$ cat src/rtl/cache_arbiter_if.sv
`default_nettype none
// ============================================================================
//  Module   : cache_arbiter_if
//  Brief    : Fetch, load/store and memory-controller buses of cache_arbiter.
//             slave = arbiter side, master = clients/controller side.
//  Revision : 1.0
// ============================================================================
interface cache_arbiter_if #(
    parameter int ADDR_W = 32
) ();
    logic              i_req;
    logic [ADDR_W-1:0] i_addr;
    logic              i_rdy;
    logic [31:0]       i_data;

    logic              d_req;
    logic              d_wr;
    logic [2:0]        d_len;
    logic [ADDR_W-1:0] d_addr;
    logic [31:0]       d_wdata;
    logic              d_rdy;
    logic [31:0]       d_rdata;

    logic              m_req;
    logic              m_wr;
    logic [2:0]        m_len;
    logic [ADDR_W-1:0] m_addr;
    logic [31:0]       m_wdata;
    logic              m_done;
    logic [31:0]       m_rdata;

    modport slave (
        input  i_req, i_addr, d_req, d_wr, d_len, d_addr, d_wdata, m_done, m_rdata,
        output i_rdy, i_data, d_rdy, d_rdata, m_req, m_wr, m_len, m_addr, m_wdata
    );

    modport master (
        output i_req, i_addr, d_req, d_wr, d_len, d_addr, d_wdata, m_done, m_rdata,
        input  i_rdy, i_data, d_rdy, d_rdata, m_req, m_wr, m_len, m_addr, m_wdata
    );
endinterface
`default_nettype wire

$ cat src/rtl/cache_arbiter.sv
`default_nettype none
// ============================================================================
//  Module   : cache_arbiter
//  Brief    : Direct-mapped word icache plus fetch/data arbitration onto a
//             single byte-serial memory-controller port.
//  Revision : 1.0
// ============================================================================
module cache_arbiter #(
    parameter int ADDR_W       = 32,
    parameter int I_INDEX_BITS = 2,
    parameter int STARVE_LIMIT = 4
) (
    input  wire logic      clk_in,
    input  wire logic      rst_in,
    input  wire logic      rdy_in,
    input  wire logic      flush,
    cache_arbiter_if.slave bus
);
    localparam int c_ENTRIES = 2 ** I_INDEX_BITS;
    localparam int c_TAG_W   = ADDR_W - 2 - I_INDEX_BITS;
    localparam int c_CNT_W   = $clog2(STARVE_LIMIT + 1);
    localparam logic [c_CNT_W-1:0] c_LIMIT = c_CNT_W'(STARVE_LIMIT);

    localparam logic [1:0] c_IDLE  = 2'd0;
    localparam logic [1:0] c_IFILL = 2'd1;
    localparam logic [1:0] c_DACC  = 2'd2;
    localparam logic [1:0] c_DRAIN = 2'd3;

    logic [1:0]              state_q,   state_d;
    logic [c_ENTRIES-1:0]    valid_q,   valid_d;
    logic [c_TAG_W-1:0]      tag_q  [c_ENTRIES];
    logic [c_TAG_W-1:0]      tag_d  [c_ENTRIES];
    logic [31:0]             data_q [c_ENTRIES];
    logic [31:0]             data_d [c_ENTRIES];
    logic [c_CNT_W-1:0]      count_q,   count_d;
    logic                    i_rdy_q,   i_rdy_d;
    logic                    d_rdy_q,   d_rdy_d;
    logic [31:0]             i_data_q,  i_data_d;
    logic [31:0]             d_rdata_q, d_rdata_d;
    logic                    m_req_q,   m_req_d;
    logic                    m_wr_q,    m_wr_d;
    logic [2:0]              m_len_q,   m_len_d;
    logic [ADDR_W-1:0]       m_addr_q,  m_addr_d;
    logic [31:0]             m_wdata_q, m_wdata_d;

    logic [I_INDEX_BITS-1:0] w_i_idx, w_d_idx, w_f_idx;
    logic [c_TAG_W-1:0]      w_i_tag, w_d_tag, w_f_tag;
    logic                    w_i_hit;
    logic                    w_idle_open;
    logic                    w_grant_d, w_grant_hit, w_grant_miss;

    assign w_i_idx = bus.i_addr[I_INDEX_BITS+1:2];
    assign w_i_tag = bus.i_addr[ADDR_W-1:I_INDEX_BITS+2];
    assign w_d_idx = bus.d_addr[I_INDEX_BITS+1:2];
    assign w_d_tag = bus.d_addr[ADDR_W-1:I_INDEX_BITS+2];
    assign w_f_idx = m_addr_q[I_INDEX_BITS+1:2];
    assign w_f_tag = m_addr_q[ADDR_W-1:I_INDEX_BITS+2];

    assign w_i_hit = valid_q[w_i_idx] && (tag_q[w_i_idx] == w_i_tag);

    // While a rdy pulse is on the bus the requester may still be holding the
    // request it answers, so no new grant is issued in that cycle.
    assign w_idle_open  = rdy_in && !flush && (state_q == c_IDLE) && !i_rdy_q && !d_rdy_q;
    assign w_grant_d    = w_idle_open && bus.d_req && ((count_q < c_LIMIT) || !bus.i_req);
    assign w_grant_hit  = w_idle_open && !w_grant_d && bus.i_req && w_i_hit;
    assign w_grant_miss = w_idle_open && !w_grant_d && bus.i_req && !w_i_hit;

    // State register
    always_ff @(posedge clk_in) begin
        if (rst_in) begin
            state_q <= c_IDLE;
        end else begin
            state_q <= state_d;
        end
    end

    // Next-state logic
    always_comb begin
        state_d = state_q;
        if (rdy_in) begin
            if (flush) begin
                case (state_q)
                    c_IFILL: state_d = c_IDLE;
                    c_DACC:  state_d = (!m_wr_q || bus.m_done) ? c_IDLE : c_DRAIN;
                    c_DRAIN: state_d = bus.m_done ? c_IDLE : c_DRAIN;
                    default: state_d = state_q;
                endcase
            end else begin
                case (state_q)
                    c_IDLE: begin
                        if (w_grant_d) begin
                            state_d = c_DACC;
                        end else if (w_grant_miss) begin
                            state_d = c_IFILL;
                        end
                    end
                    c_IFILL, c_DACC, c_DRAIN: begin
                        if (bus.m_done) begin
                            state_d = c_IDLE;
                        end
                    end
                    default: state_d = c_IDLE;
                endcase
            end
        end
    end

    // Output and datapath logic
    always_comb begin
        valid_d   = valid_q;
        tag_d     = tag_q;
        data_d    = data_q;
        count_d   = count_q;
        i_rdy_d   = i_rdy_q;
        d_rdy_d   = d_rdy_q;
        i_data_d  = i_data_q;
        d_rdata_d = d_rdata_q;
        m_req_d   = m_req_q;
        m_wr_d    = m_wr_q;
        m_len_d   = m_len_q;
        m_addr_d  = m_addr_q;
        m_wdata_d = m_wdata_q;
        if (rdy_in) begin
            i_rdy_d = 1'b0;
            d_rdy_d = 1'b0;
            if (flush) begin
                // A store already on the controller must finish, but silently.
                count_d = '0;
                case (state_q)
                    c_IFILL: m_req_d = 1'b0;
                    c_DACC: begin
                        if (!m_wr_q || bus.m_done) begin
                            m_req_d = 1'b0;
                        end
                    end
                    c_DRAIN: begin
                        if (bus.m_done) begin
                            m_req_d = 1'b0;
                        end
                    end
                    default: ;
                endcase
            end else begin
                case (state_q)
                    c_IDLE: begin
                        if (w_grant_d) begin
                            m_req_d   = 1'b1;
                            m_wr_d    = bus.d_wr;
                            m_len_d   = bus.d_len;
                            m_addr_d  = bus.d_addr;
                            m_wdata_d = bus.d_wdata;
                            if (bus.i_req) begin
                                count_d = count_q + 1'b1;
                            end
                            // Any store touching a cached word kills that line.
                            if (bus.d_wr && (tag_q[w_d_idx] == w_d_tag)) begin
                                valid_d[w_d_idx] = 1'b0;
                            end
                        end else if (w_grant_hit) begin
                            i_rdy_d  = 1'b1;
                            i_data_d = data_q[w_i_idx];
                            count_d  = '0;
                        end else if (w_grant_miss) begin
                            m_req_d  = 1'b1;
                            m_wr_d   = 1'b0;
                            m_len_d  = 3'd3;
                            m_addr_d = bus.i_addr;
                            count_d  = '0;
                        end
                    end
                    c_IFILL: begin
                        if (bus.m_done) begin
                            m_req_d          = 1'b0;
                            valid_d[w_f_idx] = 1'b1;
                            tag_d[w_f_idx]   = w_f_tag;
                            data_d[w_f_idx]  = bus.m_rdata;
                            i_rdy_d          = 1'b1;
                            i_data_d         = bus.m_rdata;
                        end
                    end
                    c_DACC: begin
                        if (bus.m_done) begin
                            m_req_d = 1'b0;
                            d_rdy_d = 1'b1;
                            if (!m_wr_q) begin
                                d_rdata_d = bus.m_rdata;
                            end
                        end
                    end
                    c_DRAIN: begin
                        if (bus.m_done) begin
                            m_req_d = 1'b0;
                        end
                    end
                    default: ;
                endcase
            end
        end
    end

    always_ff @(posedge clk_in) begin
        if (rst_in) begin
            valid_q   <= '0;
            count_q   <= '0;
            i_rdy_q   <= 1'b0;
            d_rdy_q   <= 1'b0;
            i_data_q  <= '0;
            d_rdata_q <= '0;
            m_req_q   <= 1'b0;
            m_wr_q    <= 1'b0;
            m_len_q   <= '0;
            m_addr_q  <= '0;
            m_wdata_q <= '0;
        end else begin
            valid_q   <= valid_d;
            count_q   <= count_d;
            i_rdy_q   <= i_rdy_d;
            d_rdy_q   <= d_rdy_d;
            i_data_q  <= i_data_d;
            d_rdata_q <= d_rdata_d;
            m_req_q   <= m_req_d;
            m_wr_q    <= m_wr_d;
            m_len_q   <= m_len_d;
            m_addr_q  <= m_addr_d;
            m_wdata_q <= m_wdata_d;
        end
    end

    // Tag/data storage is qualified by valid_q and needs no reset.
    always_ff @(posedge clk_in) begin
        tag_q  <= tag_d;
        data_q <= data_d;
    end

    // Pulses held across a stall only become visible once rdy_in returns.
    assign bus.i_rdy   = i_rdy_q && rdy_in;
    assign bus.d_rdy   = d_rdy_q && rdy_in;
    assign bus.i_data  = i_data_q;
    assign bus.d_rdata = d_rdata_q;
    assign bus.m_req   = m_req_q;
    assign bus.m_wr    = m_wr_q;
    assign bus.m_len   = m_len_q;
    assign bus.m_addr  = m_addr_q;
    assign bus.m_wdata = m_wdata_q;

endmodule
`default_nettype wire
$ cat src/flat_wrapper.sv
// flat-port wrapper written by rule: the top's interface ports become plain ports
module cache_arbiter_flat 
#(
    parameter int ADDR_W       = 32,
    parameter int I_INDEX_BITS = 2,
    parameter int STARVE_LIMIT = 4
)
  (clk_in, rst_in, rdy_in, flush, bus_i_req, bus_i_addr, bus_d_req, bus_d_wr, bus_d_len, bus_d_addr, bus_d_wdata, bus_m_done, bus_m_rdata, bus_i_rdy, bus_i_data, bus_d_rdy, bus_d_rdata, bus_m_req, bus_m_wr, bus_m_len, bus_m_addr, bus_m_wdata);
  cache_arbiter_if #(.ADDR_W(ADDR_W)) bus_i ();
  input  wire logic clk_in;
  input  wire logic rst_in;
  input  wire logic rdy_in;
  input  wire logic flush;
  input wire logic [$bits(bus_i.i_req)-1:0] bus_i_req;
  input wire logic [$bits(bus_i.i_addr)-1:0] bus_i_addr;
  input wire logic [$bits(bus_i.d_req)-1:0] bus_d_req;
  input wire logic [$bits(bus_i.d_wr)-1:0] bus_d_wr;
  input wire logic [$bits(bus_i.d_len)-1:0] bus_d_len;
  input wire logic [$bits(bus_i.d_addr)-1:0] bus_d_addr;
  input wire logic [$bits(bus_i.d_wdata)-1:0] bus_d_wdata;
  input wire logic [$bits(bus_i.m_done)-1:0] bus_m_done;
  input wire logic [$bits(bus_i.m_rdata)-1:0] bus_m_rdata;
  output wire logic [$bits(bus_i.i_rdy)-1:0] bus_i_rdy;
  output wire logic [$bits(bus_i.i_data)-1:0] bus_i_data;
  output wire logic [$bits(bus_i.d_rdy)-1:0] bus_d_rdy;
  output wire logic [$bits(bus_i.d_rdata)-1:0] bus_d_rdata;
  output wire logic [$bits(bus_i.m_req)-1:0] bus_m_req;
  output wire logic [$bits(bus_i.m_wr)-1:0] bus_m_wr;
  output wire logic [$bits(bus_i.m_len)-1:0] bus_m_len;
  output wire logic [$bits(bus_i.m_addr)-1:0] bus_m_addr;
  output wire logic [$bits(bus_i.m_wdata)-1:0] bus_m_wdata;
  assign bus_i.i_req = bus_i_req;
  assign bus_i.i_addr = bus_i_addr;
  assign bus_i.d_req = bus_d_req;
  assign bus_i.d_wr = bus_d_wr;
  assign bus_i.d_len = bus_d_len;
  assign bus_i.d_addr = bus_d_addr;
  assign bus_i.d_wdata = bus_d_wdata;
  assign bus_i.m_done = bus_m_done;
  assign bus_i.m_rdata = bus_m_rdata;
  assign bus_i_rdy = bus_i.i_rdy;
  assign bus_i_data = bus_i.i_data;
  assign bus_d_rdy = bus_i.d_rdy;
  assign bus_d_rdata = bus_i.d_rdata;
  assign bus_m_req = bus_i.m_req;
  assign bus_m_wr = bus_i.m_wr;
  assign bus_m_len = bus_i.m_len;
  assign bus_m_addr = bus_i.m_addr;
  assign bus_m_wdata = bus_i.m_wdata;
  cache_arbiter #(.ADDR_W(ADDR_W), .I_INDEX_BITS(I_INDEX_BITS), .STARVE_LIMIT(STARVE_LIMIT)) u_core (.clk_in(clk_in), .rst_in(rst_in), .rdy_in(rdy_in), .flush(flush), .bus(bus_i));
endmodule
$ cat config.mk
export PLATFORM = sky130hd
export DESIGN_NAME = cache_arbiter_flat
export DESIGN_NICKNAME = d
export VERILOG_FILES = /design/src/rtl/cache_arbiter_if.sv /design/src/rtl/cache_arbiter.sv /design/src/flat_wrapper.sv
export SDC_FILE = /design/constraint.sdc
export NUM_CORES = 1
export LEC_CHECK = 0
export CORE_ASPECT_RATIO = 2
export CORE_MARGIN = 10
export CORE_UTILIZATION = 53
export DETAILED_ROUTE_END_ITERATION = 16
export GPL_ROUTABILITY_DRIVEN = 0
export HOLD_SLACK_MARGIN = 0.12
export PLACE_DENSITY = 0.86
export SLEW_MARGIN = 20
export SYNTH_ARGS = -nofsm -noshare
export SYNTH_HDL_FRONTEND = slang
export SYNTH_SLANG_ARGS = --single-unit
$ cat constraint.sdc
create_clock -name clk_in -period 11.6 [get_ports clk_in]
set_clock_uncertainty 0.05 [all_clocks]
set_input_delay 1.16 -clock clk_in [delete_from_list [all_inputs] [get_ports clk_in]]
set_output_delay 1.16 -clock clk_in [all_outputs]
set_load 0.05 [all_outputs]
==> flow_summary_export.csv <==
group,metric,value,unit
sta,setup_violations,0,
setup_path,r2r_cells,8,
synth,synth_fp_nets,1343,
global_route,antenna_found_initial,3,
setup_path,crit_path_max_fanout,43,
route,drt-pass1-iter-count,7,
placement,postPlaceCellArea,19300,um2
clock_network,clock-root-buffer,"clkbuf_16",
layout,fill_cells,2070,
clock_network,clockBufferDepth,3,
sta,slew_headroom,32.7,%
setup_path,crit_arrival,5130,ps
synth,synth-main-ff-cell,"edfxtp_1",
setup_path,cp-end-kind,"flip-flop",
floorplanning,initial_core_util,53.9,%
worst_hold_path,hold_path_class,"flip-flop to flip-flop",
floorplanning,io_pins,274,
run_status,status,"completed",
synth,synth-seq-cells,384,
global_route,gr-total-overflow,0,
floorplanning,die_w,144,um
route,ant_nets,0,
sta,worst_slew_pin_slew,1010,ps
clock_network,clkTransAtPathRegs,70,ps
layout,stdcell_area,20400,um2
setup_path,cp.required,11950,ps
global_route,grt_pass1_wl,67.5,mm
floorplanning,row_count,90,
sta,post-route-min-period,4780,ps
synth,synth_cell_types,58,
setup_path,start_kind,"input port",
setup_path,worstPathCellList,"buf_4 -> buf_4 -> mux4_2 -> xnor2_1 -> nand4_1 -> nor4_1 -> and4_1 -> and3_1 -> a21oi_4 -> buf_16 -> mux2_2",
synth,yosysWarningCount,0,
sta,finalMaxSlewViolations,0,
route,vias,10998,
placement,dp.final_hpwl,30.1,mm
sta,rsz0062_at_grt,"false",
setup_path,r2r-end,"u_core.bus.i_data[9]$_SDFFE_PP0P_",
global_route,grt_start_max_net_pins,108,
layout,final_nets,1589,
floorplanning,core_area,30300,um2
layout,drive_above_1_share,13.5,%
route,vias_per_cell,5.96,
clock_network,cts_hold_buf,0,
setup_path,worst-path-buf-inv,3,
global_route,grt_pass1_vias,11750,
setup_path,cp_top_family,"buffers and inverters",
route,drt_iter0_markers,963,
synth,syn_inst,1203,
setup_path,cp-endpoint,"u_core.bus.i_data[9]$_SDFFE_PP0P_",
sta,fmax,0.209,GHz
layout,syn_to_final_growth,25.1,%
placement,io_buffers,273,
synth,synth.avg_cell_area,13.6,um2
clock_network,cts_resized,0,
synth,syn-cell-area,16300,um2
clock_network,cts_max_level,2,
sta,finalHoldViolations,0,
power,power.density,149,nW/um2
setup_path,r2r_slack,8070,ps
clock_network,cts.sinks,384,
setup_path,crit_cells,11,
power,peakVddDrop,0.122,mV
clock_network,cts_tree,"done",
clock_network,post_cts_buffers,0,
setup_path,path_class,"input port to flip-flop",
floorplanning,die_y,268,um
sta,min_period_over_period,41.2,%
sta,finalSetupTns,0,ps
clock_network,clk_latency,520,ps
route,drc,0,
power,leakage,0.00705,uW
setup_path,worst_path_most_repeated_cell,"buf_4",
route,drt-total-wl,44.4,mm
synth,synth_edf_count,240,
global_route,track_usage,22.8,%
route,wire_per_inst,24.1,um
synth,synth-async-reset-ratio,0,%
setup_path,slowest_delay,720,ps
setup_path,r2r-start,"u_core.state_q[0]$_SDFFE_PP0P_",
setup_path,crit_slowest_cell,"buf_4",
job,drv_cap,0,
floorplanning,die_area,38600,um2
synth,yosysSeqAreaShare,61.8,%
setup_path,crit_start,"bus_i_addr[2]",
clock_network,cts_buffers,34,
Yosys cell counts (14+ instances only):
cell | count | share of area [%]
xnor2_1 | 35 | 1.9
xor2_1 | 14 | 0.75
nor3_1 | 17 | 0.52
nor2_1 | 115 | 2.6
edfxtp_1 | 240 | 44
mux4_2 | 76 | 10
nor2b_1 | 37 | 1.4
a21oi_1 | 81 | 2.5
dfxtp_1 | 144 | 18
nand2_1 | 146 | 3.4
mux2_2 | 34 | 2.3
clkbuf_1 | 48 | 1.1
mux2i_1 | 58 | 3.6
o221a_1 | 30 | 2.1
area by class of cell:
| type | instances | area (um2) | area share [%] |
|---|---|---|---|
| Inverter | 5 | 18.8 | 0.0919 |
| Tap cell | 368 | 460 | 2.26 |
| Sequential cell | 384 | 10100 | 49.4 |
| Multi-Input combinational cell | 734 | 5850 | 28.7 |
| Clock inverter | 18 | 176 | 0.864 |
| Antenna cell | 3 | 7.51 | 0.0368 |
| Timing Repair Buffer | 290 | 2870 | 14.1 |
| Clock buffer | 43 | 937 | 4.59 |
worst reg2reg max path, stage by stage (launching register included):
cell	delay (ps)
dfxtp_1	430
or4b_1	670
nor4_4	240
buf_4	470
nor4_1	120
and3_1	260
a21oi_4	530
buf_16	250
mux2_2	380
logic make-up (layout without fill, tap and decap cells):
kind of cell / after synthesis / after routing / synth area share, %
buf+inv: 85 / 356 / 2.54
other cells: 0 / 3 / 0
compound gates: 146 / 146 / 6.24
xor+xnor: 49 / 49 / 2.63
flops: 384 / 384 / 61.8
simple gates: 370 / 370 / 10.3
fa+ha+maj: 1 / 1 / 0.0767
mux: 168 / 168 / 16.4
cells in the final DEF, fill, tap and decap left out, types with 4 or more instances in the layout:
cell,count
xnor2_1,35
nor4_1,6
a22oi_1,4
clkbuf_1,6
nor2b_1,37
and2_1,5
mux4_2,76
nand2b_1,6
o221a_1,30
xor2_1,14
buf_4,18
and3_1,4
mux2_2,34
nor3_1,16
nand4_1,8
clkinv_2,7
clkdlybuf4s50_1,269
o211ai_1,5
inv_1,5
nor2_1,115
a21oi_1,81
dfxtp_1,144
nand2_1,146
edfxtp_1,240
clkbuf_16,36
mux2i_1,58
o22ai_1,4
flip-flops by register name, summed over array words and instances (netlist names):
name                count
u_core.bus.m_wdata     32
u_core.count_q          3
u_core.bus.m_req        1
u_core.bus.m_addr      32
u_core.valid_q          4
u_core.bus.m_wr         1
u_core.bus.m_len        3
u_core.bus.d_rdata     32
u_core.tag_q          112
u_core.state_q          2
u_core.bus.i_data      32
u_core.d_rdy_q          1
u_core.data_q         128
u_core.i_rdy_q          1
layer usage:
layer  vias to the layer above  track usage [%]  wire length (um)
li1                       4958                -                 -
met1                      5468             24.1             15200
met2                       457             41.3             24400
met3                       115             3.09              2280
met4                         0             14.0              2410
met5                         -                0                 0
where the power goes:
group	switching [uW]	internal, uW
Clock	497	645
Combinational	226	163
Sequential	31.1	1480
Total	754	2290
per-stage QoR:
stage | power (uW) | hold WS (ps) | utilization [%] | instances | worst slack (ps)
floorplan | 1780 | 407 | - | 1203 | 3010
global placement | 1920 | 391 | 63.6 | 1780 | 6120
detailed placement | 1930 | 397 | 63.7 | 1781 | 6280
CTS | 3070 | 406 | 67.4 | 1842 | 6810
global route | 3140 | 423 | 67.4 | 1845 | 6580
finish | 3050 | 404 | 67.4 | 1845 | 6820
how the worst min path moves through the flow:
| stage | cells past startpoint | end | from |
|---|---|---|---|
| finish | 2 | u_core.bus.d_rdata[19]$_SDFFE_PP0P_ | u_core.bus.d_rdata[19]$_SDFFE_PP0P_ |
| global route | 2 | u_core.bus.m_wdata[31]$_SDFFE_PP0P_ | u_core.bus.m_wdata[31]$_SDFFE_PP0P_ |
| CTS | 2 | u_core.bus.d_rdata[31]$_SDFFE_PP0P_ | u_core.bus.d_rdata[31]$_SDFFE_PP0P_ |
| detailed placement | 2 | u_core.bus.d_rdata[31]$_SDFFE_PP0P_ | u_core.bus.d_rdata[31]$_SDFFE_PP0P_ |
| global placement | 2 | u_core.bus.d_rdata[31]$_SDFFE_PP0P_ | u_core.bus.d_rdata[31]$_SDFFE_PP0P_ |
| floorplan | 2 | u_core.count_q[1]$_SDFFE_PP0P_ | u_core.count_q[1]$_SDFFE_PP0P_ |
Power figures use the tool's default switching activity.
